--- src/rtl/exec_sequencer.sv ---
// Four-phase instruction sequencer: IDLE -> READ -> EXEC -> WB, one clock each.
// It drives an external register block through two read ports and one write port.
module exec_sequencer #(
    parameter int NUM_REGS = 14
) (
    input  logic        clock,
    input  logic        reset_n,
    input  logic        instr_valid,
    input  logic [15:0] instr,
    output logic        instr_ready,
    output logic [3:0]  read1_id,
    input  logic [7:0]  read1_value,
    output logic [3:0]  read2_id,
    input  logic [7:0]  read2_value,
    output logic [3:0]  write_id,
    output logic [7:0]  write_value,
    output logic        write_enable,
    output logic        busy,
    output logic        done,
    output logic        illegal,
    output logic        flag_zero,
    output logic        flag_carry
);

    typedef enum logic [1:0] {
        ST_IDLE,
        ST_READ,
        ST_EXEC,
        ST_WB
    } state_t;

    localparam logic [4:0] NUM_REGS_W = 5'(NUM_REGS);

    state_t      state, state_next;
    logic [15:0] instr_q;
    logic [7:0]  op_a, op_b;
    logic [7:0]  result_q;
    logic [7:0]  alu_result;
    logic        alu_carry;

    logic [3:0]  opcode, rd, rs1, rs2;
    logic        writes_op, rd_ok, commit, flag_op, illegal_op;

    assign opcode = instr_q[15:12];
    assign rd     = instr_q[11:8];
    assign rs1    = instr_q[7:4];
    assign rs2    = instr_q[3:0];

    assign writes_op  = (opcode >= 4'd1) && (opcode <= 4'd9);
    assign rd_ok      = ({1'b0, rd} < NUM_REGS_W);
    assign commit     = writes_op && rd_ok;
    // LDI and MOV write a register but leave the flags alone.
    assign flag_op    = commit && (opcode != 4'd6) && (opcode != 4'd7);
    assign illegal_op = (opcode >= 4'd10) || (writes_op && !rd_ok);

    // NOTE: sequential state uses non-blocking assignments so every register
    // samples the pre-edge values regardless of block ordering.
    always_ff @(posedge clock or negedge reset_n) begin
        if (!reset_n) begin
            state <= ST_IDLE;
        end else begin
            state <= state_next;
        end
    end

    always_ff @(posedge clock or negedge reset_n) begin
        if (!reset_n) begin
            instr_q    <= '0;
            op_a       <= '0;
            op_b       <= '0;
            result_q   <= '0;
            flag_zero  <= 1'b0;
            flag_carry <= 1'b0;
        end else begin
            if (state == ST_IDLE && instr_valid) begin
                instr_q <= instr;
            end
            if (state == ST_READ) begin
                op_a <= read1_value;
                op_b <= read2_value;
            end
            if (state == ST_EXEC) begin
                result_q <= alu_result;
                if (flag_op) begin
                    flag_zero  <= (alu_result == 8'h00);
                    flag_carry <= alu_carry;
                end
            end
        end
    end

    // NOTE: every always_comb output gets a default first, so no path infers a latch.
    always_comb begin
        alu_result = 8'h00;
        alu_carry  = 1'b0;
        unique case (opcode)
            4'd1: {alu_carry, alu_result} = {1'b0, op_a} + {1'b0, op_b};
            // Bit 8 of the 9-bit difference is the borrow (a < b).
            4'd2: {alu_carry, alu_result} = {1'b0, op_a} - {1'b0, op_b};
            4'd3: alu_result = op_a & op_b;
            4'd4: alu_result = op_a | op_b;
            4'd5: alu_result = op_a ^ op_b;
            4'd6: alu_result = instr_q[7:0];
            4'd7: alu_result = op_a;
            4'd8: {alu_carry, alu_result} = {op_a, 1'b0};
            4'd9: {alu_result, alu_carry} = {1'b0, op_a};
            default: begin
                alu_result = 8'h00;
                alu_carry  = 1'b0;
            end
        endcase
    end

    always_comb begin
        state_next   = state;
        instr_ready  = 1'b0;
        busy         = 1'b0;
        done         = 1'b0;
        illegal      = 1'b0;
        read1_id     = 4'd0;
        read2_id     = 4'd0;
        write_enable = 1'b0;
        write_id     = 4'd0;
        write_value  = 8'h00;
        unique case (state)
            ST_IDLE: begin
                instr_ready = 1'b1;
                if (instr_valid) begin
                    state_next = ST_READ;
                end
            end
            ST_READ: begin
                busy       = 1'b1;
                read1_id   = rs1;
                read2_id   = rs2;
                state_next = ST_EXEC;
            end
            ST_EXEC: begin
                busy       = 1'b1;
                read1_id   = rs1;
                read2_id   = rs2;
                state_next = ST_WB;
            end
            ST_WB: begin
                busy         = 1'b1;
                done         = 1'b1;
                illegal      = illegal_op;
                read1_id     = rs1;
                read2_id     = rs2;
                write_enable = commit;
                write_id     = commit ? rd : 4'd0;
                write_value  = commit ? result_q : 8'h00;
                state_next   = ST_IDLE;
            end
            default: state_next = ST_IDLE;
        endcase
    end

endmodule

--- config.mk ---
export PLATFORM = sky130hd
export DESIGN_NAME = exec_sequencer
export DESIGN_NICKNAME = d
export VERILOG_FILES = /design/src/rtl/exec_sequencer.sv
export SDC_FILE = /design/constraint.sdc
export NUM_CORES = 1
export LEC_CHECK = 0
export ABC_AREA = 1
export CAP_MARGIN = 10
export CORE_MARGIN = 2
export CORE_UTILIZATION = 53
export DETAILED_ROUTE_END_ITERATION = 8
export PLACE_DENSITY_LB_ADDON = 0.25
export SYNTH_ARGS = -nofsm -noshare
export SYNTH_HDL_FRONTEND = slang
export SYNTH_SLANG_ARGS = --single-unit
export TNS_END_PERCENT = 50
--- constraint.sdc ---
create_clock -name clock -period 2.05 [get_ports clock]
set_input_delay 0.41 -clock clock [delete_from_list [all_inputs] [get_ports clock]]
set_output_delay 0.41 -clock clock [all_outputs]
set_load 0.01 [all_outputs]
# After elaboration in Yosys (flattened, before gate mapping)
# Cells that the tools add are included.
[word_totals]
register_bits = 44
in_bits = 35
[op_classes]
mux = 15
bitwise = 3
addsub = 2
reduce_logical = 12
eq_ne = 15
magnitude_cmp = 4
[op_table]
columns = ["cell", "count"]
rows = [
  ["case mux 8 bit (9 select lines)", 1],
  ["equality test 4 x 3 -> 1 bit (second input constant)", 4],
  ["2-to-1 mux 4 bit", 4],
  ["2-to-1 mux 8 bit", 2],
  ["adder 8 x 8 -> 9 bit", 1],
  ["subtractor 8 x 8 -> 9 bit", 1],
  ["AND 8 bit", 1],
  ["equality test 4 x 2 -> 1 bit (second input constant)", 2],
  ["equality test 4 bit (second input constant)", 2],
  ["zero test 8 bit", 1],
  ["inequality test 4 x 3 -> 1 bit (second input constant)", 2],
  ["OR 8 bit", 1],
  ["case mux 2 bit (4 select lines)", 1],
  ["bitwise XOR 8 bit", 1],
  ["logical AND 1 bit", 6],
  ["2-to-1 mux 1 bit", 5],
  ["equality test 2 bit (second input constant)", 2],
  ["equality test 4 x 1 -> 1 bit (second input constant)", 1],
  ["greater-or-equal comparator 4 x 1 -> 1 bit (second input constant)", 1],
  ["greater-or-equal comparator 4 bit (second input constant)", 1],
  ["<= comparator 4 bit (second input constant)", 1],
  ["less-than comparator 4 bit (second input constant)", 1],
  ["case mux 1 bit (4 select lines)", 1],
  ["OR reduction 3 bit", 1],
  ["other kinds (7)", 7],
]

# Depth between registers and ports, before layout
# Gate-level depths: netlist (run 1).
[logic_depth]
depth_word = 6
depth_mapped = 15
mapped_depth_nobuf = 14

# Least setup slack after synthesis (run 1)
# No wires, ideal clock.
[synth_path]
kind = "register to output"
from = "reg instr_q[13]"
to = "out write_id[1]"
n_path_buf = 0
setup_slack_ns = 0.150
t_arrival_ns = 1.490
path_stages_with_launch = 8
required_time_ns = 1.640
path_cell_list = "dfrtp_1 > o21ai_0 > nand2_1 > nor2_2 > inv_1 > nor2_1 > inv_1 > nor2_1"
[synth_via]
elab_chain_len = 5
[synth_lines]
columns = ["element", "line_no", "source"]
rows = [
  ["from (decl)", "35", "logic [15:0] instr_q;"],
  ["from (signal assigned)", "76", "instr_q <= instr;"],
  ["greater-or-equal comparator 4 x 1 -> 1 bit or <= comparator 4 bit (tied branches)", "49", "assign writes_op = (opcode >= 4'd1) && (opcode <= 4'd9);"],
  ["logical AND 1 bit (*)", "49", ""],
  ["logical AND 1 bit (*)", "51", "assign commit = writes_op && rd_ok;"],
  ["2-to-1 mux 4 bit (*)", "151", "write_id = commit ? rd : 4'd0;"],
  ["2-to-1 mux 4 bit (*)", "125", "unique case (state)"],
  ["to (decl)", "15", "output logic [3:0] write_id,"],
]
# Mark *: on every way between the ends. The rest lies on a longest branch, timed or not.

# Final worst setup path (run 1)
[layout_path]
from = "reg instr_q[13]"
to = "out write_id[2]"
# Same word-level chain as after synthesis.

==> reports/metrics.csv, run 1 <==
metric,value,unit
status,finished with violations,
failed_checks,setup timing,
grt_max_degree,33,
synth_compound_area_frac,0.09833,
cts_buffers,5,
crit_chain,buf_6 -> nor2_4 -> nand2_2 -> nand2_2 -> nor2_4 -> inv_2 -> nor2_4 -> inv_4 -> buf_6 -> nor2_2 -> buf_2,
setup_ws,-0.04840,ns
grt_pass1_vias,3375,
post-place-ws,-0.1882,ns
finalHoldViolations,0,
yosysSeqAreaShare,0.3265,
drt_iter0_markers,302,
fin_crit,2.098,ns
grt_pass1_wl,16.00,mm
critPathMaxStageDelay,0.42,ns
crit_path_top_delay_cell,dfrtp_1,
yosys.area.top_type,dfrtp_1,
slew_headroom,0.5713,
critPathLaunchType,flip-flop,
core,6241,um2
p_int,3.736,mW
vias,3592,
synth_fa_ha_area_frac,0.1158,
cp.arrival,1.69,ns
path_max_fanout,6,
power_frac_clock,0.097,
synth_cell_types,24,
clkSinkCount,44,
critical_path_class,reg2out,
gr-total-overflow,0,
syn_area,3372,um2
fmax,476.6,MHz
worst_slew_pin_slew,0.6430,ns
rsz0062_at_grt,true,
fin_skew,0.006019,ns
end_kind,primary output,
cap_violations,0,
track_usage,0.2874,
required,1.64,ns
io_pins,62,
syn_avg_cell_area,6.510,um2
netSwitchingFraction,0.4938,
htreeDepth,2,
reg2reg_to,flag_zero,
power,7.381,mW
final_cell_mix,"nand2_1, inv_1, nor2_1",
synth_ff_type,dfrtp_1,
hold_buffers,0,
synth_seq_cells,44,
peakVddDrop,0.0009265,V
synth-simple-area-share,0.3432,
syn_nets,583,
num_rows,29,
pwr-share-seq,0.203,
synth_edf_count,0,
antenna_found_initial,0,
wl_per_cell,14.13,um
synth_top_area_frac,0.3265,
dp_hpwl,7.906,mm
synth_warnings,0,
via_per_inst,5.154,
reg2reg_slack,-0.02,ns
r2r_start,op_a[0],
clock_path_buffers,2,
pwr-share-comb,0.699,
min_path_type,in2async,
cts.clk_slew.worst_paths,0.09,ns
layout-drive-gt1-share,0.1726,
die_area,7017,um2
finalCritPeriodShare,1.024,
nets,684,
reg2reg_depth,14,
slew_violations,0,
synth_area_leaders,"dfrtp_1, nand2_1, ha_1",
n_antenna_cell,0,
final_common_cell,nand2_1,
synth_top_family_by_area,simple AND/OR/NAND/NOR gates,
synthMuxAreaShare,0.003340,
die_w,83.77,um
drtAntennaViolNets,0,
cp_common_cell,nor2_4,
async_flop_share,1.000,
power_density,1621,nW/um2
cts_tree,done,
die_h,83.77,um
yosys.area_share.xor_xnor,0.002597,
wl,9.850,mm
cts-root-buf,clkbuf_8,
power_switching,3.644,mW
setup_viol,4,
clkLatencyLatePin,0.30,ns
numPortBuffers,61,
syn_inst,518,
drc_errors,0,
drt-pass1-iter-count,5,
syn_to_final_growth,34.99,%
start_util,0.5403,
p_leak,2.370,nW
place.gp.congestion,0.9698,
-- per-layer routing --
layer / up-vias / part of all wire / track usage
met4: 0 / 0.011 / 0.06891
met1: 1642 / 0.44 / 0.3911
li1: 1810 / - / -
met5: - / 0 / 0
met3: 11 / 0.068 / 0.05341
met2: 129 / 0.49 / 0.4764
-- Yosys cell counts, types with 3 or more instances --
library cell / count
nand4_1: 8
nor3_1: 5
clkbuf_1: 8
dfrtp_1: 44
nand2_1: 142
buf_2: 3
inv_1: 81
a21oi_1: 25
nor2_1: 75
ha_1: 28
o21ai_0: 37
nand3_1: 42
nor2_2: 6
-- power by group through the flow --
stage	clock (mW)	sequential, mW	combinational (mW)
floorplan	0	1.51	2.91
global placement	0	1.47	4.82
detailed placement	0	1.50	4.92
CTS	0.728	1.49	4.92
global route	0.774	1.55	5.75
finish	0.717	1.50	5.16
-- repair_timing --
item                                   in CTS  in global routing
gates resized for setup                    64                 41
pin swaps                                   3                  9
buffers inserted                            3                  1
setup endpoints to repair                  25                 22
endpoints found under the hold margin       0                  0
-- worst max path at each step --
stage	cells after the start	start	end	slack, ns
2_1_floorplan	7	instr_q[13]	write_id[1]	0.15
3_3_place_gp	8	instr_q[13]	write_id[3]	-0.08
3_5_place_dp	8	instr_q[13]	write_value[4]	-0.19
4_1_cts	11	instr_q[14]	write_value[5]	-0.06
5_1_grt	11	instr_q[13]	write_id[2]	-0.17
6_report	11	instr_q[13]	write_id[2]	-0.05
-- per-stage QoR --
step / area [um2] / util / instances / TNS [ns] / hold slack [ns]
after floorplan: 3372 / - / 518 / 0 / 0.1144
after global placement: 4342 / 0.6957 / 685 / -0.5309 / 0.4599
after detailed placement: 4342 / 0.6957 / 685 / -1.389 / 0.4641
after CTS: 4462 / 0.7149 / 696 / -0.1768 / 0.1281
after global routing: 4552 / 0.7294 / 697 / -1.207 / 0.1535
final: 4552 / 0.7294 / 697 / -0.1322 / 0.1144
-- flip-flops by register name (all words and copies together) (netlist names) --
register / count
op_b: 8
op_a: 8
flag_carry: 1
instr_q: 16
flag_zero: 1
result_q: 8
state: 2
-- cells by family after synthesis --
logic type,after synthesis
adders and majority gates,30
muxes,1
and+or+nand+nor,281
xor gates and xnor gates,1
DFF,44
AOI/OAI and AO/OA,65
buffers and inverters,96
-- layout make-up --
type	instances	area, um2
Tap cell	77	96.34
Clock inverter	2	38.79
Timing Repair Buffer	107	915.9
Multi-Input combinational cell	378	2003
Sequential cell	44	1101
Fill cell	544	1689
Inverter	83	314.1
Clock buffer	6	82.58
-- worst max-delay path: cells and delay by family (launching register included) --
family / cells / cell delay [ns]
buffers and inverters: 5 / 0.49
flip-flops: 1 / 0.42
AND/OR/NAND/NOR: 6 / 0.47
(Power assumes the default switching activity.)
==> inputs of run 2 (changes only) <==
--- a/config.mk
+++ b/config.mk
@@ -5,10 +5,9 @@
 export SDC_FILE = /design/constraint.sdc
 export NUM_CORES = 1
 export LEC_CHECK = 0
-export ABC_AREA = 1
 export CAP_MARGIN = 10
 export CORE_MARGIN = 2
-export CORE_UTILIZATION = 53
+export CORE_UTILIZATION = 45
 export DETAILED_ROUTE_END_ITERATION = 8
 export PLACE_DENSITY_LB_ADDON = 0.25
 export SYNTH_ARGS = -nofsm -noshare
==> run 2 against run 1 <==
Effect of this change:
- critical endpoint is now flag_zero
- combinational power rose by 77%
- clock power fell by 23%
- design area rose by 29%
- total power rose by 54%
- synthesized area rose by 4.6%
- utilization rose by 3.6 points
- routed wire length rose by 23%
- the flow still finishes with violations (setup timing)
==> reports/metrics.csv, run 2 <==
metric,value,unit,change
track_usage,0.2834,,-0.004057
grt_pass1_wl,19.04,mm,+19%
grt_max_degree,33,,unchanged
slew_headroom,0.6465,,+0.07519
fin_skew,0.008541,ns,+0.002521 ns
final_common_cell,buf_4,,
fmax,404.3,MHz,-15%
drc_errors,0,,unchanged
start_util,0.4612,,-0.07907
die_w,92.53,um,+10%
die_h,92.53,um,+10%
drt-pass1-iter-count,4,,-1
placed_cells,645,,-5.8%
crit_path_top_delay_cell,dfrtp_1,,
synth_edf_count,0,,unchanged
p_int,6.385,mW,+71%
die_area,8562,um2,+22%
critPathTopFamily,simple AND/OR/NAND/NOR gates,,
cp_common_cell,inv_2,,
cts.clk_slew.worst_paths,0.09,ns,about the same
core,7647,um2,+23%
cts_tree,done,,
num_rows,32,,+10%
critPathMaxStageDelay,0.43,ns,about the same
min_path_type,in2async,,
pwr-share-seq,0.147,,-0.056
cts_buffers,5,,unchanged
crit_buf_inv,2,,-3
reg2reg_slack,-0.42,ns,-0.40 ns
status,finished with violations,,
syn_to_final_growth,66.02,%,
yosys.area.top_type,dfrtp_1,,
power_density,1936,nW/um2,+19%
critPathLaunchType,flip-flop,,
synth_area_leaders,"dfrtp_1, ha_1, mux2_2",,
worst_slew_pin_slew,0.5302,ns,-0.1128 ns
htreeDepth,2,,unchanged
synth_cell_types,63,,+160%
nets,654,,-4.4%
final_area,5856,um2,+29%
fin_crit,2.474,ns,+0.3751 ns
whs,0.07561,ns,-0.03880 ns
drtAntennaViolNets,0,,unchanged
syn_avg_cell_area,8.952,um2,+38%
fin_cells,692,,-0.72%
critical_path_class,reg2reg,,
yosys-top-cells-count,"dfrtp_1, inv_1, o21ai_0",,
regMostFlops,instr_q,,
path_max_fanout,3,,-3
n_antenna_cell,0,,unchanged
end_kind,flip-flop,,
syn_inst,394,,-24%
fillers,534,,-1.8%
layout-drive-gt1-share,0.4966,,+0.3240
finalCritPeriodShare,1.207,,+0.1830
hold_buffers,0,,unchanged
pwr-share-comb,0.805,,+0.106
synth_ff_type,dfrtp_1,,
grt_pass1_vias,3853,,+14%
yosysMostFrequentCell,dfrtp_1,,
synth_top_area_frac,0.3122,,-0.01436
cts-root-buf,clkbuf_8,,
finalHoldViolations,0,,unchanged
required,2.25,ns,+0.61 ns
antenna_found_initial,0,,unchanged
synth_seq_cells,44,,unchanged
gr-total-overflow,0,,unchanged
cap_violations,0,,unchanged
dp_hpwl,8.449,mm,+6.9%
clock_path_buffers,2,,unchanged
failed_checks,setup timing,,
yosysSeqAreaShare,0.3122,,-0.01436
slew_violations,0,,unchanged
via_per_inst,5.457,,+5.9%
async_flop_share,1.000,,unchanged
clkLatencyLatePin,0.30,ns,about the same
wl_per_cell,17.47,um,+24%
synth_warnings,0,,unchanged
peakVddDrop,0.0009865,V,+6.5%
syn_area,3527,um2,+4.6%
clkSinkCount,44,,unchanged
crit_chain,inv_2 -> ha_4 -> inv_2 -> fa_2 -> nor3b_4 -> nor3_2 -> xnor2_2 -> a2111oi_4 -> nand4_1 -> o41ai_2,,
reg2reg_to,flag_zero,,
setup_ws,-0.4235,ns,-0.3751 ns
post-place-ws,-0.6120,ns,-0.4238 ns
placed_cell_area,5149,um2,+19%
power_frac_clock,0.049,,-0.048
rsz0062_at_grt,true,,
io_pins,62,,unchanged
cp.arrival,2.67,ns,+0.98 ns
reg2reg_depth,10,,-4
r2r_start,op_a[0],,
largest_reg_flops,16,,unchanged
netSwitchingFraction,0.4368,,-0.05692
power,11.34,mW,+54%
syn_nets,459,,-21%
p_leak,2.630,nW,+11%
power_switching,4.953,mW,+36%
place.gp.congestion,0.9184,,-5.3%
drt_iter0_markers,216,,-28%
vias,3776,,+5.1%
wl,12.09,mm,+23%
setup_viol,21,,+17
final_cell_mix,"buf_4, dfrtp_1, clkdlybuf4s50_1",,
numPortBuffers,61,,unchanged
[run 2: through the flow]
| stage | util | TNS, ns |
|---|---|---|
| after floorplan | - | -0.8249 |
| after global placement | 0.6733 | -4.550 |
| after detailed placement | 0.6733 | -5.457 |
| after global routing | 0.7657 | -7.124 |
| after CTS | 0.7392 | -3.881 |
| final | 0.7657 | -5.770 |
[run 2: area by class of cell]
type / instances / area [um2] / share of cell area
multi-input cells: 289 / 2581 / 0.4408
clock buffers: 6 / 72.57 / 0.01239
clock inverters: 2 / 12.51 / 0.002137
flip-flops and latches: 44 / 1106 / 0.1889
well taps: 102 / 127.6 / 0.02179
repair buffers: 214 / 1822 / 0.3111
inverters: 35 / 133.9 / 0.02286
[run 2: routing by layer]
layer,GRT usage,up-vias,wire [um]
li1,-,1797,-
met1,0.3544,1828,5102
met2,0.4933,123,6108
met3,0.04394,28,528
met4,0.1032,0,349
met5,0,-,0
[run 2: repair_timing]
item / in CTS / in global routing
resized for setup: 132 / 53
endpoints found under the setup margin: 34 / 34
gates cloned: 1 / 0
endpoints found under the hold margin: 0 / 0
pin swaps: 28 / 27
setup buffers: 30 / 11
[run 2: kinds of logic (layout without fill, tap and decap cells)]
logic type / count (synthesis) / in the layout / synth area share
adder cells (fa/ha/maj): 31 / 31 / 0.1139
AND/OR/NAND/NOR: 128 / 128 / 0.2089
XOR/XNOR: 3 / 3 / 0.007451
flip-flops: 44 / 44 / 0.3122
multiplexers: 26 / 26 / 0.08124
AO/OA/AOI/OAI: 101 / 101 / 0.2001
buffers and inverters: 61 / 257 / 0.07627
[run 2: power groups by stage]
| stage | sequential [mW] | clock [mW] | combinational (mW) |
|---|---|---|---|
| finish | 1.67 | 0.551 | 9.12 |
| global route | 1.72 | 0.603 | 9.80 |
| CTS | 1.63 | 0.579 | 8.30 |
| detailed placement | 1.69 | 0 | 7.29 |
| global placement | 1.66 | 0 | 7.18 |
| floorplan | 1.59 | 0 | 4.17 |
[run 2: worst max path at each step]
stage | depth (start not counted) | endpoint | slack [ns] | from
4_1_cts | 10 | flag_zero | -0.42 | op_b[0]
2_1_floorplan | 10 | result_q[6] | -0.25 | op_a[0]
5_1_grt | 10 | flag_zero | -0.51 | op_b[0]
6_report | 10 | flag_zero | -0.42 | op_a[0]
3_5_place_dp | 8 | flag_zero | -0.61 | op_a[0]
3_3_place_gp | 8 | flag_zero | -0.46 | op_a[0]
==> RTL edit, RTL diff (config.mk and constraints of run 1) <==
`NUM_REGS`: 14 -> 8.
--- a/src/rtl/exec_sequencer.sv
+++ b/src/rtl/exec_sequencer.sv
@@ -3,3 +3,3 @@
 module exec_sequencer #(
-    parameter int NUM_REGS = 14
+    parameter int NUM_REGS = 8
 ) (
Formal check against the unedited RTL: not equivalent (Yosys sat finds a counterexample within 4 cycles, from zero or initial values and one cycle with reset_n low).
==> RTL edit against run 1 <==
- register-to-register slack gained 0.07 ns
- hold slack gained 0.031 ns
- first-iteration DRC count shrank 20%
- synthesized area shrank 1.0%
- via count shrank 3.5%
- worst setup slack gained 0.063 ns
- core utilization grew 0.98 points
- cell area shrank 2.7%
- critical path depth shrank 2
- wire length shrank 2.4%
- global-route usage shrank 0.43 points
- sequential cell count is the same
- power shrank 3.3%
- largest cell class unchanged
- fmax grew 3.1%
==> RTL edit: results (changes against run 1) <==
status: "completed"  # was finished, violations left
root_buffer: "clkbuf_8"  # unchanged
tns_ns: 0  # was -0.132 ns
cp_max_fo: 8  # was 6
drive_above_1_share_pct: 17.9  # was 17.3%
synth_warnings: 0  # unchanged
yosys-top-cells-area: "dfrtp_1 33%, nand2_1 14%, ha_1 10%"  # was dfrtp_1 33%, nand2_1 16%, ha_1 10%
wl_per_cell_um: 14.6  # was 14.1 um
worstSkewPairLatency_ns: 0.31
drt-initial-drc-count: 242  # was 302
hpwl_um: 7640  # was 7910 um
yosysSeqAreaShare_pct: 33.0  # was 32.7%
grt_pass1_vias: 3392  # was 3,375
async_flop_share_pct: 100  # unchanged
synth.distinct_cells: 30  # was 24
synth_common_cells: "126 x nand2_1, 71 x inv_1, 61 x nor2_1"  # was 142 x nand2_1, 81 x inv_1, 75 x nor2_1
leakage_nw: 2.21  # was 2.37 nW
top_register: "instr_q"  # unchanged
largest_register_ffs: 16  # unchanged
hold_path.class: "in2async"  # unchanged
r2r_start: "op_b[0]"  # was op_a[0]
r2r_end: "flag_zero"  # unchanged
n_fill_cell: 502  # was 544
ys.flop_type: "dfrtp_1"  # unchanged
gp_congestion: 1.02  # was 0.970
drt_first_pass_iters: 5  # unchanged
nNetsFinal: 646  # was 684
grt_max_degree: 33  # unchanged
port_buffers: 60  # was 61
reg2reg_depth: 12  # was 14
diodes: 0  # unchanged
viasPerCell: 5.28  # was 5.15
tightest_slew_ns: 0.725  # was 0.643 ns
slowest_delay_ns: 0.39  # was 0.42 ns
clockBufferDepth: 2  # unchanged
critPathSlowestCell: "dfrtp_1"  # unchanged
finClkSkew_ns: 0.00742  # was 0.00602 ns
cts.reportedPaths.clkPinSlew_ns: 0.09  # about the same
place_inst: 643  # was 685
setup-violations-final: 0  # was 4
syn_nets: 552  # was 583
h-tree-depth: 2  # unchanged
netlist_instances: 487  # was 518
grt_pass1_wl_um: 16000  # about the same
antenna_found_initial: 0  # unchanged
ir_worst_vdd_uv: 920  # was 927 uV
grt_usage_pct: 28.3  # was 28.7%
routed_wirelength_um: 9610  # was 9850 um
r2r_slack_ns: 0.05  # was -0.02 ns
cts_made_buffers: 5  # unchanged
## RTL edit: changes by cell type after synthesis, moves of 5 or more
cell	run 1	this run
nand2_1	142	126
nor2_1	75	61
inv_1	81	71
nand3_1	42	32
o211ai_1	1	7
nand2_2	0	5
nor2_4	0	5
## RTL edit: worst max path at each step
stage,start,end
after CTS,state[0],busy
after detailed placement,instr_q[14],write_value[7]
after global placement,instr_q[14],write_value[7]
after global routing,instr_q[13],write_value[5]
after floorplan,instr_q[13],write_value[4]
final,instr_q[13],write_id[1]
## RTL edit: routing by layer
| layer | GRT usage, % | routed length [um] |
|---|---|---|
| met5 | 0 | 0 |
| met4 | 8.49 | 190 |
| met3 | 4.08 | 476 |
| met2 | 48.3 | 4620 |
| met1 | 37.2 | 4330 |
## RTL edit: power breakdown
group          switching [mW]  internal, mW  total (mW)
registers               0.254          1.26        1.52
logic                    2.94          1.95        4.89
clock network           0.337         0.399       0.736
## RTL edit: cells by family (layout without fill, tap and decap cells)
| logic type | after synthesis | after routing | synth area share, % |
|---|---|---|---|
| xor gates and xnor gates | 1 | 1 | 0.263 |
| AOI/OAI and AO/OA | 72 | 72 | 11.6 |
| other | 1 | 1 | 0.112 |
| DFF | 44 | 44 | 33.0 |
| muxes | 4 | 4 | 1.35 |
| and+or+nand+nor | 248 | 248 | 31.9 |
| adders and majority gates | 30 | 30 | 11.7 |
| buffers and inverters | 87 | 182 | 10.0 |
## RTL edit: metrics by stage
| step | hold slack, ns | setup slack, ns | utilization, % | instance area (um^2) |
|---|---|---|---|---|
| floorplan | 0.114 | 0.171 | - | 3340 |
| detailed placement | 0.473 | -0.110 | 70.4 | 4220 |
| finish | 0.146 | 0.0144 | 73.9 | 4430 |
| global route | 0.211 | -0.106 | 73.9 | 4430 |
| global placement | 0.466 | -0.0832 | 70.4 | 4220 |
| CTS | 0.172 | -0.0321 | 72.7 | 4360 |
## RTL edit: timing repair
item / 4_1_cts / 5_1_grt
resized for setup: 54 / 25
endpoints found under the setup margin: 25 / 19
buffers inserted: 2 / 4
pin swaps: 3 / 9
## RTL edit: layout make-up
class | instances | share of cell area [%]
multi-input cells | 356 | 44.8
inverters | 76 | 6.44
flip-flops and latches | 44 | 24.9
repair buffers | 98 | 19.0
well taps | 75 | 2.12
clock inverters | 2 | 0.876
clock buffers | 6 | 1.86
## RTL edit: worst reg2reg max path: stages (launching register included)
cell and delay, ns:
dfrtp_1 0.42, ha_2 0.21, inv_1 0.06, fa_1 0.42
inv_2 0.10, nand3_1 0.10, nand3_1 0.08, nand2_1 0.07
nand3_1 0.07, nand3_1 0.12, nor2_1 0.14, nand4_1 0.10
nand2_1 0.06
